**src/rtl/shift_add_multiplier_if.sv**
```systemverilog
// Handshake and data bundle between a requesting datapath, the multiplier and its consumer.
// Request side: valid_i/ready_i with a, b, signed_i. Response side: valid_o/ready_o with product.
// master = the environment driving operands and taking results; slave = the multiplier itself.
interface shift_add_multiplier_if #(
  parameter int N = 8
);
  logic           valid_i;
  logic           ready_i;
  logic [N-1:0]   a;
  logic [N-1:0]   b;
  logic           signed_i;
  logic           valid_o;
  logic           ready_o;
  logic [2*N-1:0] product;

  modport master (
    output valid_i, a, b, signed_i, ready_o,
    input  ready_i, valid_o, product
  );

  modport slave (
    input  valid_i, a, b, signed_i, ready_o,
    output ready_i, valid_o, product
  );
endinterface

```
**src/rtl/shift_add_multiplier.sv**
```systemverilog
// Sequential shift-and-add multiplier, unsigned or two's-complement chosen per transaction.
// Latency: N cycles from accept to valid_o for non-zero operands, 1 cycle when either operand is 0.
// Backpressure: result held in DONE while ready_o=0; ready_i is high only in IDLE.
// Ports: clk, rst (synchronous, active-high); bus (slave modport) carries valid_i/ready_i,
//        a, b, signed_i on the request side and valid_o/ready_o, product on the response side.
module shift_add_multiplier #(
  parameter int N = 8
) (
  input logic                   clk,
  input logic                   rst,
  shift_add_multiplier_if.slave bus
);

  localparam int CW = $clog2(N + 1);

  typedef enum logic [1:0] {
    IDLE      = 2'b00,
    COMPUTING = 2'b01,
    DONE      = 2'b10
  } state_t;

  state_t         state_q,   state_d;
  logic [N-1:0]   mag_a_q,   mag_a_d;
  logic [N-1:0]   mplr_q,    mplr_d;
  logic [2*N:0]   acc_q,     acc_d;
  logic [CW-1:0]  cnt_q,     cnt_d;
  logic           neg_q,     neg_d;
  logic [2*N-1:0] product_q, product_d;

  logic           a_neg;
  logic           b_neg;
  logic [N-1:0]   abs_a;
  logic [N-1:0]   abs_b;
  logic           any_zero;
  logic [N:0]     sum;
  logic [2*N:0]   acc_step;
  logic [2*N-1:0] result;

  // Operand magnitudes; -2^(N-1) negates to itself, which read unsigned is the right magnitude.
  always_comb begin
    a_neg    = bus.signed_i & bus.a[N-1];
    b_neg    = bus.signed_i & bus.b[N-1];
    abs_a    = a_neg ? -bus.a : bus.a;
    abs_b    = b_neg ? -bus.b : bus.b;
    any_zero = (bus.a == '0) || (bus.b == '0);
  end

  // One multiply step: add into the upper N+1 bits, then shift the whole accumulator right.
  // The top accumulator bit is always 0 before the add, so the sum cannot overflow N+1 bits.
  always_comb begin
    sum      = acc_q[2*N:N] + (mplr_q[0] ? {1'b0, mag_a_q} : '0);
    acc_step = {sum, acc_q[N-1:0]} >> 1;
    result   = acc_step[2*N-1:0];
  end

  always_ff @(posedge clk) begin
    if (rst) begin
      state_q   <= IDLE;
      mag_a_q   <= '0;
      mplr_q    <= '0;
      acc_q     <= '0;
      cnt_q     <= '0;
      neg_q     <= 1'b0;
      product_q <= '0;
    end else begin
      state_q   <= state_d;
      mag_a_q   <= mag_a_d;
      mplr_q    <= mplr_d;
      acc_q     <= acc_d;
      cnt_q     <= cnt_d;
      neg_q     <= neg_d;
      product_q <= product_d;
    end
  end

  always_comb begin
    state_d   = state_q;
    mag_a_d   = mag_a_q;
    mplr_d    = mplr_q;
    acc_d     = acc_q;
    cnt_d     = cnt_q;
    neg_d     = neg_q;
    product_d = product_q;

    case (state_q)
      IDLE: begin
        if (bus.valid_i) begin
          mag_a_d = abs_a;
          mplr_d  = abs_b;
          // Sign of the result; a zero operand never reaches the negate, so no -0 concern.
          neg_d   = bus.signed_i & (bus.a[N-1] ^ bus.b[N-1]);
          acc_d   = '0;
          cnt_d   = CW'(N);
          if (any_zero) begin
            product_d = '0;
            state_d   = DONE;
          end else begin
            state_d   = COMPUTING;
          end
        end
      end

      COMPUTING: begin
        acc_d  = acc_step;
        mplr_d = mplr_q >> 1;
        cnt_d  = cnt_q - CW'(1);
        if (cnt_q == CW'(1)) begin
          product_d = neg_q ? -result : result;
          state_d   = DONE;
        end
      end

      DONE: begin
        if (bus.ready_o) begin
          state_d = IDLE;
        end
      end

      default: begin
        state_d = IDLE;
      end
    endcase
  end

  assign bus.ready_i = (state_q == IDLE);
  assign bus.valid_o = (state_q == DONE);
  assign bus.product = product_q;

endmodule

```
**src/flat_wrapper.sv**
```systemverilog
// flat-port wrapper written by rule: the top's interface ports become plain ports
module shift_add_multiplier_flat 
#(
  parameter int N = 8
)
  (clk, rst, bus_valid_i, bus_a, bus_b, bus_signed_i, bus_ready_o, bus_ready_i, bus_valid_o, bus_product);
  shift_add_multiplier_if #(.N(N)) bus_i ();
  input logic clk;
  input logic rst;
  input wire logic [$bits(bus_i.valid_i)-1:0] bus_valid_i;
  input wire logic [$bits(bus_i.a)-1:0] bus_a;
  input wire logic [$bits(bus_i.b)-1:0] bus_b;
  input wire logic [$bits(bus_i.signed_i)-1:0] bus_signed_i;
  input wire logic [$bits(bus_i.ready_o)-1:0] bus_ready_o;
  output wire logic [$bits(bus_i.ready_i)-1:0] bus_ready_i;
  output wire logic [$bits(bus_i.valid_o)-1:0] bus_valid_o;
  output wire logic [$bits(bus_i.product)-1:0] bus_product;
  assign bus_i.valid_i = bus_valid_i;
  assign bus_i.a = bus_a;
  assign bus_i.b = bus_b;
  assign bus_i.signed_i = bus_signed_i;
  assign bus_i.ready_o = bus_ready_o;
  assign bus_ready_i = bus_i.ready_i;
  assign bus_valid_o = bus_i.valid_o;
  assign bus_product = bus_i.product;
  shift_add_multiplier #(.N(N)) u_core (.clk(clk), .rst(rst), .bus(bus_i));
endmodule
```
**config.mk**
```make
export PLATFORM = sky130hd
export DESIGN_NAME = shift_add_multiplier_flat
export DESIGN_NICKNAME = d
export VERILOG_FILES = /design/src/rtl/shift_add_multiplier_if.sv /design/src/rtl/shift_add_multiplier.sv /design/src/flat_wrapper.sv
export SDC_FILE = /design/constraint.sdc
export NUM_CORES = 1
export LEC_CHECK = 0
export BUFFER_PORTS_ARGS = -buffer_cell sky130_fd_sc_hd__buf_2
export CAP_MARGIN = 10
export CORE_ASPECT_RATIO = 1.4
export CORE_MARGIN = 8
export CORE_UTILIZATION = 62
export CTS_CLUSTER_DIAMETER = 50
export CTS_CLUSTER_SIZE = 30
export DETAILED_ROUTE_END_ITERATION = 16
export GPL_TIMING_DRIVEN = 0
export PLACE_DENSITY = 0.85
export SETUP_SLACK_MARGIN = 0.5
export SYNTH_ARGS = -nofsm -noshare
export SYNTH_HDL_FRONTEND = slang
export SYNTH_SLANG_ARGS = --single-unit
```
**constraint.sdc**
```tcl
create_clock -name clk -period 7.85 [get_ports clk]
set_clock_uncertainty 0.1 [all_clocks]
set_input_delay 1.57 -clock clk [delete_from_list [all_inputs] [get_ports clk]]
set_output_delay 1.57 -clock clk [all_outputs]
set_load 0.02 [all_outputs]
```
Word level (Yosys, flattened, before mapping)

Cells that the tools add are included.

Reduce and logical (&&, ||, !) cells: 9
Add/sub/neg operators: 5
Equal/unequal tests: 7
Bitwise gates (word level): 4
Mux-type cells: 19

Operators with widths:

| cell                                                                   | count |
|---|---|
| 16-bit 2-to-1 mux                                                      | 4 |
| 17-bit case mux with 2 select lines                                    | 1 |
| 8-bit 2-to-1 mux                                                       | 4 |
| 16-bit case mux with 2 select lines                                    | 1 |
| 17-bit 2-to-1 mux                                                      | 1 |
| 8-bit logical NOT                                                      | 2 |
| 16-bit negator                                                         | 1 |
| 8-bit negator                                                          | 2 |
| 8-bit case mux with 2 select lines                                     | 1 |
| 9-bit adder                                                            | 1 |
| 2-bit 2-to-1 mux                                                       | 4 |
| 4-bit case mux with 2 select lines                                     | 1 |
| 2-bit case mux with 3 select lines                                     | 1 |
| 4-bit by 1-bit equality test with 1-bit output (second input constant) | 1 |
| 4-bit 2-to-1 mux                                                       | 1 |
| 2-bit by 1-bit != test with 1-bit output (second input constant)       | 2 |
| 2-bit != test (second input constant)                                  | 2 |
| 2-bit AND reduction                                                    | 2 |
| 4-bit AND reduction                                                    | 1 |
| 4-bit by 1-bit subtractor with 4-bit output (second input constant)    | 1 |
| 1-bit AND                                                              | 3 |
| 3-bit AND reduction                                                    | 1 |
| 2-bit by 1-bit equality test with 1-bit output (second input constant) | 1 |
| 2-bit equality test (second input constant)                            | 1 |
| 4 further kinds                                                        | 4 |

Register bits after elaboration: 56
Logic and storage cells: 51

Depth between registers and ports, before layout

Gate-level depths: netlist of run 1.

Word-level depth: 6
Gate-level depth with buffers: 9
Gate-level depth less buffers: 9

Least setup slack after synthesis of run 1

No wires, ideal clock.

Kind: input to register
From: input bus_b[2]
To: register u_core.product_q[10] (netlist: u_core.bus.product[10])
Data arrival time: 2.880 ns
Cell stages on the path: 6
Slack: 4.742 ns
Data required time: 7.622 ns
Path through: or3_1 o41ai_2 o21ai_2 buf_2 a22oi_1 nor2_1

Cells in the longest elaborated chain, start to end: 4

RTL lines:

| item                                               | line                       | RTL |
|---|---|---|
| from (decl)                                        | flat_wrapper.sv:12         | `input wire logic [$bits(bus_i.b)-1:0] bus_b;` |
| 8-bit logical NOT                                  | shift_add_multiplier.sv:45 | `any_zero = (bus.a == '0) \|\| (bus.b == '0);` |
| 1-bit logical OR                                   | shift_add_multiplier.sv:45 |  |
| 2-bit by 1-bit != test with 1-bit output (no line) | n/a                        |  |
| 4-bit AND reduction (no line)                      | n/a                        |  |
| to (signal assigned)                               | shift_add_multiplier.sv:72 | `product_q <= product_d;` |
| to (decl)                                          | shift_add_multiplier.sv:28 | `logic [2*N-1:0] product_q, product_d;` |

No other way between the ends.
A chain may end at the register's enable or synchronous reset.

Worst setup path after layout of run 1

From: input bus_b[2]
To: register u_core.product_q[1] (netlist: u_core.bus.product[1])

The elaborated chain is that of the path after synthesis.

==> qor.yml, run 1 <==
synth_edf_count: 0
p_leak_nw: 1.46
drtPass1Iterations: 4
min_period_ns: 3.17
critPathSlowestCell: "o41ai_2"
finish.utilization: 0.714
async_flop_share: 0
crit_path_cell_trace: "buf_2 -> or3_1 -> o41ai_2 -> o21ai_2 -> buf_2 -> a22oi_1 -> nor2_1"
hold_viol: 0
synth_fp_nets: 402
ys_seq_area_frac: 0.352
cts_root_buffer: "clkbuf_8"
synth_seq_cells: 54
setup_violations: 0
netlist_area_um2: 3070
cp-end-kind: "flop"
drv_cap: 0
grt_pass1_wl_um: 12300
grt_use_total: 0.205
die_x_um: 75.5
dp_slack_ns: 4.33
synth_warnings: 0
outcome: "finished, final reports clean"
h-tree-depth: 2
pin_count: 39
numPortBuffers: 37
numCtsBuffers: 5
crit_top_cell: "buf_2"
arrival_ns: 3.25
layout_commonest_cell: "nor2_1"
critical_path_class: "input pin to flop"
final-seq-area_um2: 1080
cts_hold_buf: 0
critPathRequiredTime_ns: 7.93
place_inst: 468
cts_buffer_depth: 2
clk_latency_ns: 0.31
place.gp.congestion: 0.856
startpoint_type: "input pin"
finalSetupTns_ns: 0
drc: 0
antenna_cells: 0
finalNonFillerCells: 476
cellPowerDensity_nw_per_um2: 166
dp_hpwl_um: 5610
rows: 30
postCtsSetupBuffers: 0
fin_area_um2: 3430
clk_pin_slew_worst_paths_ns: 0.09
start_util: 0.639
cp_max_fo: 10
fmax_ghz: 0.316
place_area_um2: 3330
relSlewSlack: 0.522
setup_ws_ns: 4.68
fillCellCount: 410
holdCritPathClass: "flop to flop"
overflow: 0
syn_inst: 367
viasPerCell: 5.89
syn_avg_cell_area_um2: 8.36
dieArea_um2: 7490
rsz0062_at_grt: "no"
ys_types: 56
drt-initial-drc-count: 203
layout_common_cells: "nor2_1, dfxtp_1, buf_2"
cts.sinks: 54
tightest_slew_ns: 0.716
grt_pass1_vias: 2810
routed_wl_um: 7070
core_um2: 4800
die_y_um: 99.2
drv_slew: 0
post_cts_resized: 0
cts_tree: "built"
cp_slowest_stage_delay_ns: 0.43
synth_ff_type: "dfxtp_1"
via_count: 2806
post-route-period-util: 0.403
grt_max_degree: 17
multi_input_comb_area_um2: 1880
antenna_found_initial: 0
routed_wire_length_per_instance_um: 14.9
drive_gt1_frac: 0.160
fin_nets: 446
irDropWorstVdd_mv: 0.125
area_growth_pct: 11.7
ant_nets: 0
through the flow:
stage               hold WS (ns)  total power [mW]
floorplan                  0.332             0.380
global placement           0.339             0.408
detailed placement         0.347             0.412
CTS                        0.360             0.574
global route               0.401             0.598
finish                     0.357             0.570
power by group:
part / total, mW / switching, mW / internal (mW)
Sequential: 0.294 / 0.00788 / 0.287
Combinational: 0.112 / 0.0703 / 0.0419
Clock: 0.164 / 0.0907 / 0.0731
per-layer routing:
metal	GRT usage	part of all wire	vias to the layer above
li1	-	-	1407
met1	0.227	0.41	1290
met2	0.352	0.51	90
met3	0.0413	0.058	19
met4	0.103	0.022	0
met5	0	0	-
cell usage after synthesis (3+ instances only):
cell      count  share of area
nor2_1       63          0.077
dfxtp_1      54           0.35
nand2_1      31          0.038
a22oi_1      25          0.061
a21oi_1      21          0.034
clkbuf_1     16          0.020
xnor2_1      14          0.040
ha_1         13          0.053
o21ai_0      13          0.021
and2_1       10          0.020
inv_1        10          0.012
nand3_1       9          0.015
xor2_1        7          0.020
nor3_1        6         0.0098
a211oi_1      5          0.012
a222oi_1      5          0.016
nand2b_1      4         0.0082
nor2b_1       4         0.0082
o31ai_1       4         0.0098
or3_1         4         0.0082
o211ai_1      3         0.0073
o41ai_2       3          0.016
final timing paths:
check                          from                      to  slack [ns]  cells past startpoint
hold / removal    u_core.mag_a_q[0]       u_core.mag_a_q[0]        0.36                      2
hold reg to reg   u_core.mag_a_q[0]       u_core.mag_a_q[0]        0.36                      2
setup reg to reg   u_core.mplr_q[0]  u_core.bus.product[15]        5.02                      8
setup / recovery           bus_b[2]   u_core.bus.product[1]        4.68                      7
cell type report:
cell class              count  area share
clock inverters             1     0.00255
multi-input cells         284       0.547
flip-flops and latches     54       0.315
inverters                  10      0.0109
repair buffers             37      0.0540
well taps                  64      0.0234
clock buffers               7      0.0252
plain buffers              19      0.0215
flip-flops by register name, indices dropped and copies added, names as in the netlist:
name / count
u_core.state_q: 2
u_core.bus.product: 16
u_core.mplr_q: 8
u_core.cnt_q: 4
u_core.neg_q: 1
u_core.acc_q: 15
u_core.mag_a_q: 8
kinds of logic (layout without fill, tap and decap cells):
logic type	Yosys count	in the layout	synth area share
simple gates	147	147	0.233
compound gates	96	96	0.234
flops	54	54	0.352
buf+inv	29	74	0.0363
xor+xnor	23	23	0.0706
fa+ha+maj	14	14	0.0595
mux	4	4	0.0139
critical path: cells and delay by family:
family / cells / cell delay [ns]
compound gates: 3 / 0.83
simple gates: 2 / 0.48
buf+inv: 2 / 0.35
Power figures use the tool's default switching activity.
==> run 2, diff against run 1 <==
--- a/config.mk
+++ b/config.mk
@@ -9,12 +9,12 @@
 export CAP_MARGIN = 10
 export CORE_ASPECT_RATIO = 1.4
 export CORE_MARGIN = 8
-export CORE_UTILIZATION = 62
+export CORE_UTILIZATION = 58
 export CTS_CLUSTER_DIAMETER = 50
 export CTS_CLUSTER_SIZE = 30
 export DETAILED_ROUTE_END_ITERATION = 16
 export GPL_TIMING_DRIVEN = 0
-export PLACE_DENSITY = 0.85
+export PLACE_DENSITY = 0.8
 export SETUP_SLACK_MARGIN = 0.5
 export SYNTH_ARGS = -nofsm -noshare
 export SYNTH_HDL_FRONTEND = slang
==> constraint.sdc (replaced) <==
create_clock -name clk -period 2.95 [get_ports clk]
set_clock_uncertainty 0.1 [all_clocks]
set_input_delay 0.59 -clock clk [delete_from_list [all_inputs] [get_ports clk]]
set_output_delay 0.59 -clock clk [all_outputs]
set_load 0.02 [all_outputs]
==> run 2 against run 1 <==
Cell area increased by 6.1%. Die area increased by 5.6%. Register-to-register slack got worse by 4.7 ns. Critical path depth increased by 3. Global-route usage increased by 0.21 points. Sequential power increased to 2.7 times the previous value. Total power increased to 2.8 times the previous value. Combinational power increased to 2.9 times the previous value. Cell count increased by 1.7%. First-iteration DRC count increased by 21%. Via count increased by 3.8%. Sequential share of layout area decreased by 1.7 points. Critical path type is now flop to flop. Highest routed layer unchanged.
==> qor.yml, run 2 (synthesized netlist as in run 1, its figures left out) <==
outcome: "finished, final reports clean"
critPathRequiredTime_ns: 3.03  # -4.90 ns
grt_pass1_wl_um: 13500  # +9.9%
die_x_um: 77.5  # +2.7%
fmax_ghz: 0.388
holdWs_ns: 0.358  # +0.000615 ns
layout_commonest_cell: "nor2_1"
cts.sinks: 54  # unchanged
core_um2: 5160  # +7.4%
via_count: 2914  # +3.8%
critical_path_class: "flop to flop"
overflow: 0  # unchanged
cts_hold_buf: 0  # unchanged
numCtsBuffers: 5  # unchanged
timing.rr.start: "u_core.mplr_q[0]"
cp-end-kind: "flop"
multi_input_comb_area_um2: 2010  # +7.1%
irDropWorstVdd_mv: 0.390  # +210%
largest_register_ffs: 16  # unchanged
hp-start: "u_core.mag_a_q[7]"
cp_max_fo: 7  # -3
drtPass1Iterations: 5  # +1
numPortBuffers: 37  # unchanged
r2r_setup_slack_ns: 0.37  # -4.65 ns
rows: 31  # +3.3%
min_path_cells: 2  # unchanged
clk_pin_slew_worst_paths_ns: 0.09  # about the same
cts_tree: "built"
layout_common_cells: "nor2_1, dfxtp_1, buf_2"
fillCellCount: 420  # +2.4%
drv_slew: 0  # unchanged
final-seq-area_um2: 1080  # +0.35%
arrival_ns: 2.66  # -0.59 ns
rsz0062_at_grt: "yes"
antenna_found_initial: 0  # unchanged
grt_pass1_vias: 2869  # +2.1%
post-route-period-util: 0.875
cts_root_buffer: "clkbuf_8"
setup_violations: 0  # unchanged
fin_area_um2: 3640  # +6.1%
finalSetupTns_ns: 0  # unchanged
pin_count: 39  # unchanged
startpoint_type: "flop"
dieArea_um2: 7910  # +5.6%
routed_wire_length_per_instance_um: 16.3  # +9.5%
die_y_um: 102  # +2.8%
p_leak_nw: 1.50  # +2.7%
place.gp.congestion: 0.874  # +2.1%
grt_max_degree: 16  # -1
setup_ws_ns: 0.369  # -4.31 ns
min_period_ns: 2.58
power.total_mw: 1.61  # +180%
drc: 0  # unchanged
area_growth_pct: 18.6
antenna_cells: 0  # unchanged
start_util: 0.595  # -0.0438
routed_wl_um: 7880  # +11%
hold_viol: 0  # unchanged
viasPerCell: 6.02  # +2.1%
ant_nets: 0  # unchanged
grt_use_total: 0.207  # +0.00210
cp-startpoint: "u_core.mplr_q[0]"
cellPowerDensity_nw_per_um2: 444  # +170%
cts_buffer_depth: 2  # unchanged
drt-initial-drc-count: 246  # +21%
hold_end: "u_core.mag_a_q[7]"
dp_slack_ns: 0.297  # -4.03 ns
drive_gt1_frac: 0.206  # +0.0455
drv_cap: 0  # unchanged
r2r_cells: 10  # +2
tightest_slew_ns: 0.740  # +0.0244 ns
clk_latency_ns: 0.31  # about the same
holdCritPathClass: "flop to flop"
dp_hpwl_um: 5570  # -0.62%
fin_nets: 453  # +1.6%
place_area_um2: 3360  # +0.83%
relSlewSlack: 0.506  # -0.0163
h-tree-depth: 2  # unchanged
r2r-end: "u_core.bus.product[11]"
[run 2: cell types whose count changed in the layout (fill, tap and decap cells not counted), sizes merged]
| cell | change |
|---|---|
| buf | +7 |
| clkbuf | -1 |
| bufinv | +1 |
| inv | -1 |
[run 2: cell type report]
| class | instances | area share |
|---|---|---|
| Tap cell | 66 | 0.0227 |
| Multi-Input combinational cell | 284 | 0.552 |
| Clock buffer | 6 | 0.0227 |
| Clock inverter | 1 | 0.00826 |
| Sequential cell | 54 | 0.298 |
| Buffer | 19 | 0.0203 |
| Inverter | 10 | 0.0103 |
| Timing Repair Buffer | 44 | 0.0654 |
[run 2: through the flow]
step           utilization  std cells
2_1_floorplan            -        367
5_1_grt              0.705        484
3_3_place_gp         0.651        470
4_1_cts              0.698        484
6_report             0.705        484
3_5_place_dp         0.651        470
[run 2: critical path: stages (launching register included)]
cell and delay [ns]:
dfxtp_4 0.37, and2_4 0.15, ha_4 0.16, fa_2 0.39, xor2_2 0.23, nor4_4 0.22
buf_4 0.17, o2111ai_1 0.19, and3_1 0.25, o21ai_0 0.14, a21oi_1 0.08
[run 2: worst max-delay path by stage]
| stage | endpoint | slack, ns | cells past startpoint |
|---|---|---|---|
| after detailed placement | u_core.bus.product[15] | 0.30 | 9 |
| after global placement | u_core.bus.product[15] | 0.31 | 9 |
| final | u_core.bus.product[11] | 0.37 | 10 |
| after CTS | u_core.bus.product[14] | 0.41 | 9 |
| after floorplan | u_core.bus.product[15] | 0.48 | 9 |
| after global routing | u_core.bus.product[15] | 0.30 | 9 |
[run 2: layer usage]
metal / global-route usage / share of wire
met2: 0.369 / 0.51
met5: 0 / 0
met1: 0.225 / 0.40
met4: 0.112 / 0.028
met3: 0.0423 / 0.061
[run 2: what timing repair did]
action                                  CTS  global route
pin swaps                                10             3
gates cloned                              0             0
resized for setup                        11             6
buffers inserted                          7             0
endpoints found under the setup margin    6             6
[run 2: power by group]
part | total, mW | switching [mW] | internal, mW | leakage (nW)
sequential | 0.783 | 0.0204 | 0.763 | 0.440
clock | 0.512 | 0.240 | 0.272 | 0.0573
combinational | 0.320 | 0.198 | 0.123 | 1.00
